===== src/rtl/uart_tx_fifo_if.sv =====
// Producer / transmitter-facing signal bundle for the uart_tx_fifo queue.
// master: the environment (byte producer plus UART transmitter status).
// slave : the queue itself.
interface uart_tx_fifo_if #(
   parameter int unsigned DEPTH = 16
);
   localparam int unsigned ADDR_W = $clog2(DEPTH);

   logic [7:0]      din;
   logic            wr_en;
   logic            full;
   logic            empty;
   logic [ADDR_W:0] count;
   logic            overflow;
   logic [7:0]      tx_din;
   logic            tx_wr_en;
   logic            tx_busy;
   logic            idle;

   modport master (
      output din, wr_en, tx_busy,
      input  full, empty, count, overflow, tx_din, tx_wr_en, idle
   );

   modport slave (
      input  din, wr_en, tx_busy,
      output full, empty, count, overflow, tx_din, tx_wr_en, idle
   );
endinterface


===== src/rtl/uart_tx_fifo.sv =====
// Byte transmit queue feeding a UART transmitter. Bytes are pushed at full
// clock rate and drained one at a time through a one-cycle request, waiting
// for the transmitter's busy flag to rise and fall between bytes.
module uart_tx_fifo #(
   parameter int unsigned DEPTH = 16
) (
   input  logic          clk,
   input  logic          rst,
   uart_tx_fifo_if.slave bus
);
   localparam int unsigned     ADDR_W   = $clog2(DEPTH);
   localparam logic [ADDR_W:0] FULL_CNT = (ADDR_W + 1)'(DEPTH);
   localparam logic [ADDR_W:0] PTR_ONE  = (ADDR_W + 1)'(1);

   typedef enum logic [1:0] {
      S_IDLE = 2'b00,
      S_REQ  = 2'b01,
      S_WAIT = 2'b10
   } state_t;

   logic [7:0]      mem_q [DEPTH];
   logic [ADDR_W:0] wr_ptr_q, wr_ptr_d;
   logic [ADDR_W:0] rd_ptr_q, rd_ptr_d;
   logic            overflow_q, overflow_d;
   logic [7:0]      tx_din_q, tx_din_d;
   logic            tx_wr_en_q, tx_wr_en_d;
   state_t          state_q, state_d;

   logic [ADDR_W:0] count_w;
   logic            full_w;
   logic            empty_w;
   logic            push;
   logic            pop;

   // Occupancy flags come only from registered pointers; no path from wr_en.
   assign count_w = wr_ptr_q - rd_ptr_q;
   assign full_w  = (count_w == FULL_CNT);
   assign empty_w = (count_w == '0);

   // Push acceptance and sticky overflow, judged on the pre-edge full flag.
   always_comb begin
      push       = bus.wr_en && !full_w;
      wr_ptr_d   = push ? (wr_ptr_q + PTR_ONE) : wr_ptr_q;
      overflow_d = overflow_q | (bus.wr_en & full_w);
   end

   // Drain FSM next-state and registered-output values.
   always_comb begin
      state_d    = state_q;
      tx_din_d   = tx_din_q;
      tx_wr_en_d = 1'b0;
      pop        = 1'b0;
      unique case (state_q)
         S_IDLE: begin
            if (!empty_w && !bus.tx_busy) begin
               tx_din_d   = mem_q[rd_ptr_q[ADDR_W-1:0]];
               tx_wr_en_d = 1'b1;
               pop        = 1'b1;
               state_d    = S_REQ;
            end
         end
         S_REQ: begin
            if (bus.tx_busy) begin
               state_d = S_WAIT;
            end
         end
         S_WAIT: begin
            if (!bus.tx_busy) begin
               state_d = S_IDLE;
            end
         end
         default: begin
            state_d = S_IDLE;
         end
      endcase
      rd_ptr_d = pop ? (rd_ptr_q + PTR_ONE) : rd_ptr_q;
   end

   // Pointer, flag and drain-FSM registers with synchronous reset.
   always_ff @(posedge clk) begin
      if (rst) begin
         wr_ptr_q   <= '0;
         rd_ptr_q   <= '0;
         overflow_q <= 1'b0;
         tx_din_q   <= '0;
         tx_wr_en_q <= 1'b0;
         state_q    <= S_IDLE;
      end else begin
         wr_ptr_q   <= wr_ptr_d;
         rd_ptr_q   <= rd_ptr_d;
         overflow_q <= overflow_d;
         tx_din_q   <= tx_din_d;
         tx_wr_en_q <= tx_wr_en_d;
         state_q    <= state_d;
      end
   end

   // Byte storage; contents are don't-care until written, so no reset.
   always_ff @(posedge clk) begin
      if (push) begin
         mem_q[wr_ptr_q[ADDR_W-1:0]] <= bus.din;
      end
   end

   assign bus.count    = count_w;
   assign bus.full     = full_w;
   assign bus.empty    = empty_w;
   assign bus.overflow = overflow_q;
   assign bus.tx_din   = tx_din_q;
   assign bus.tx_wr_en = tx_wr_en_q;
   assign bus.idle     = empty_w && (state_q == S_IDLE) && !bus.tx_busy;
endmodule


===== src/flat_wrapper.sv =====
// flat-port wrapper written by rule: the top's interface ports become plain ports
module uart_tx_fifo_flat 
#(
   parameter int unsigned DEPTH = 16
)
  (clk, rst, bus_din, bus_wr_en, bus_tx_busy, bus_full, bus_empty, bus_count, bus_overflow, bus_tx_din, bus_tx_wr_en, bus_idle);
  uart_tx_fifo_if #(.DEPTH(DEPTH)) bus_i ();
  input  logic clk;
  input  logic rst;
  input wire logic [$bits(bus_i.din)-1:0] bus_din;
  input wire logic [$bits(bus_i.wr_en)-1:0] bus_wr_en;
  input wire logic [$bits(bus_i.tx_busy)-1:0] bus_tx_busy;
  output wire logic [$bits(bus_i.full)-1:0] bus_full;
  output wire logic [$bits(bus_i.empty)-1:0] bus_empty;
  output wire logic [$bits(bus_i.count)-1:0] bus_count;
  output wire logic [$bits(bus_i.overflow)-1:0] bus_overflow;
  output wire logic [$bits(bus_i.tx_din)-1:0] bus_tx_din;
  output wire logic [$bits(bus_i.tx_wr_en)-1:0] bus_tx_wr_en;
  output wire logic [$bits(bus_i.idle)-1:0] bus_idle;
  assign bus_i.din = bus_din;
  assign bus_i.wr_en = bus_wr_en;
  assign bus_i.tx_busy = bus_tx_busy;
  assign bus_full = bus_i.full;
  assign bus_empty = bus_i.empty;
  assign bus_count = bus_i.count;
  assign bus_overflow = bus_i.overflow;
  assign bus_tx_din = bus_i.tx_din;
  assign bus_tx_wr_en = bus_i.tx_wr_en;
  assign bus_idle = bus_i.idle;
  uart_tx_fifo #(.DEPTH(DEPTH)) u_core (.clk(clk), .rst(rst), .bus(bus_i));
endmodule

===== config.mk =====
export PLATFORM = sky130hd
export DESIGN_NAME = uart_tx_fifo_flat
export DESIGN_NICKNAME = d
export VERILOG_FILES = /design/src/rtl/uart_tx_fifo_if.sv /design/src/rtl/uart_tx_fifo.sv /design/src/flat_wrapper.sv
export SDC_FILE = /design/constraint.sdc
export NUM_CORES = 1
export LEC_CHECK = 0
export BUFFER_PORTS_ARGS = -buffer_cell sky130_fd_sc_hd__buf_2
export CORE_MARGIN = 2
export CORE_UTILIZATION = 40
export DETAILED_ROUTE_END_ITERATION = 8
export GPL_ROUTABILITY_DRIVEN = 0
export PLACE_DENSITY_LB_ADDON = 0.12
export SYNTH_ARGS = -nofsm -noshare
export SYNTH_HDL_FRONTEND = slang
export SYNTH_SLANG_ARGS = --single-unit

===== constraint.sdc =====
create_clock -name clk -period 2.83 [get_ports clk]
set_input_delay 0.1415 -clock clk [delete_from_list [all_inputs] [get_ports clk]]
set_output_delay 0.1415 -clock clk [all_outputs]
set_load 0.005 [all_outputs]

==> reports/metrics.yaml <==
synth_area_leader_cell: "edfxtp_1"
power.leakage_nw: 2.519
wl_met3_um: 567
cp_top_family: "compound AO/OA/AOI/OAI gates"
rsz0062_at_grt: "true"
syn_area_mm2: 0.006113
area_growth_pct: 20.12
io_buffer_count: 29
vdd_drop_max_v: 0.0004321
synth_top_cell_area_share_pct: 62.87
dpl_cell_area_mm2: 0.006640
synth_cells: 353
numCtsBuffers: 17
antenna_found_initial: 1
max_clock_freq_ghz: 0.3574
setup_viol: 0
m1WireLength_mm: 6.081
antenna-diode-count: 0
cpPeakStageDelay_ns: 0.49
die_area_mm2: 0.01629
tightest_slew_ns: 0.8882
cts-root-buf: "clkbuf_16"
grtUsageTotal_pct: 17.22
end_kind: "flop"
path_max_fanout: 13
top_layer: "met4"
ys.flop_type: "edfxtp_1"
first_pass_iters: 4
hold_class: "primary input to flop"
synth_edf_count: 128
cts_sinks: 150
coreArea_mm2: 0.01509
clockBufferDepth: 2
setup_ws_ns: 0.03233
path_clk_slew_ns: 0.07
initial_core_util_pct: 40.51
power_density_mw_per_mm2: 896.3
ys_top_cells_by_count: "128 x edfxtp_1, 30 x mux4_2, 22 x dfxtp_1"
status: "finished clean"
hold_viol_final: 0
final_area_mm2: 0.007343
die_w_um: 127.6
drive_gt1_share_pct: 35.13
synthTopCellsByArea: "edfxtp_1 63%, mux4_2 11%, dfxtp_1 7.2%, ha_1 1.8%, and3_1 1.5%"
grt-ovfl-total: 0
grt_pass1_wl_mm: 20.19
crit_chain: "inv_2, ha_4, inv_2, fa_1, nand3b_1, a211o_1, a211oi_4, nor2b_2, and3_1, buf_12"
std_cell_rows: 45
crit_arrival_ns: 2.98
yosysMostFrequentCell: "edfxtp_1"
route.detailed.drc: 0
fill_cells: 1281
relSlewSlack_pct: 40.30
synth.avg_cell_area_um2: 17.32
fp.dieH_um: 127.6
slew_violations: 0
synth_seq_cells: 150
period_share_pct: 98.86
vias: 3349
wl_met2_mm: 6.489
wl_per_cell_um: 21.73
ant_nets: 0
nets: 436
maxCapViolCount: 0
required_ns: 3.02
synth-seq-area-share_pct: 70.08
drt-total-wl_mm: 13.37
via_per_inst: 5.446
cts_tree: "done"
crit_slowest_cell: "fa_1"
dp_hpwl_mm: 8.678
cp_num_buf_inv: 3
ys_types: 44
path_class: "flop to flop"
grt_max_degree: 39
synth_nets: 375
startpoint_type: "flop"
htree_levels: 4
clock_latency_ns: 0.42
finalWorstPathRequiredPeriod_ns: 2.798
fin_worst_skew_ns: 0.007316
ios: 30
ys_warn_count: 0
drtIter0Drc: 189
grt_pass1_vias: 3377
place_ws_ns: -0.04389
cp_common_cell: "inv_2"
synthArstFlopShare_pct: 0
layout by cell type (no fill, tap or decap), drive strengths merged, types with 3 or more instances in the layout:
cell	Yosys	final
and2	3	3
o22ai	14	14
or3	4	4
ha	9	9
a21oi	14	14
mux4	30	30
nor3	3	3
nor2	12	12
inv	9	14
clkinv	0	6
nor2b	8	8
xor2	4	4
clkbuf	7	17
nor3b	4	4
mux2	6	6
o21ai	11	11
mux2i	3	3
and3	15	15
a2111oi	3	3
or4	6	6
buf	11	58
dfxtp	22	22
edfxtp	128	128
nand2	7	7
repair_timing:
item | 4_1_cts | 5_1_grt
gates resized for setup | 4 | 9
setup buffers | 2 | 3
pin swaps | 3 | 4
setup endpoints to repair | 18 | 124
cloned | 0 | 0
hold buffers | 2 | 0
endpoints found under the hold margin | 3 | 0
flip-flops by register name, indices dropped and copies added (netlist names):
register and flops:
u_core.state_q 2, u_core.bus.overflow 1, u_core.bus.tx_din 8, u_core.mem_q 128
u_core.wr_ptr_q 5, u_core.rd_ptr_q 5, u_core.bus.tx_wr_en 1
per-layer routing:
layer | up-vias | global-route usage [%]
met5 | - | 0
met4 | 0 | 6.012
met1 | 1723 | 23.14
met2 | 64 | 27.24
li1 | 1542 | -
met3 | 20 | 4.690
area by class of cell:
type                       count  area (um2)  share of cell area (%)
clock inverter                15       170.2                   2.317
clock buffer                  17       425.4                   5.793
multi-input combinational    176        1758                   23.94
tap                          188       235.2                   3.203
timing repair buffer          60       434.2                   5.912
sequential                   150        4287                   58.37
inverter                       9       33.78                  0.4600
worst reg2reg max path: stages, from the launching register on:
cell,delay [ns]
dfxtp_2,0.32
inv_2,0.07
ha_4,0.13
inv_2,0.03
fa_1,0.49
nand3b_1,0.20
a211o_1,0.34
a211oi_4,0.41
nor2b_2,0.19
and3_1,0.24
buf_12,0.15
path summary, 6_finish.rpt:
check | startpoint | endpoint | slack (ns) | depth (start not counted)
worst min register to register | u_core.bus.tx_din[5] | u_core.bus.tx_din[5] | 0.47 | 2
worst max register to register | u_core.wr_ptr_q[0] | u_core.mem_q[12][4] | 0.03 | 10
worst min-delay path | bus_din[1] | u_core.mem_q[3][1] | 0.12 | 1
worst max-delay path | u_core.wr_ptr_q[0] | u_core.mem_q[12][4] | 0.03 | 10
kinds of logic after synthesis:
| group | share of synthesized area [%] |
|---|---|
| buf+inv | 2.169 |
| compound gates | 5.158 |
| flops | 70.08 |
| mux | 12.65 |
| simple gates | 7.204 |
| xor+xnor | 0.5730 |
| fa+ha+maj | 2.170 |
report_power, final:
| group | internal, mW | total (mW) | switching [mW] |
|---|---|---|---|
| Clock | 1.32 | 2.26 | 0.939 |
| Sequential | 2.54 | 2.59 | 0.0499 |
| Combinational | 0.823 | 1.73 | 0.908 |
| Total | 4.68 | 6.58 | 1.90 |
stage by stage:
step	util, %	power, mW	std cells	TNS (ns)	hold WS (ns)
5_1_grt	48.67	6.895	615	-3.127	0.1256
3_5_place_dp	44.01	4.238	576	-0.4836	0.3581
6_report	48.67	6.582	615	0	0.1249
4_1_cts	48.33	6.583	612	0	0.1218
2_1_floorplan	-	3.687	353	-3.191	0.2330
3_3_place_gp	44.01	4.220	576	0	0.3380
Note: power is estimated with default switching activity, not from simulation.
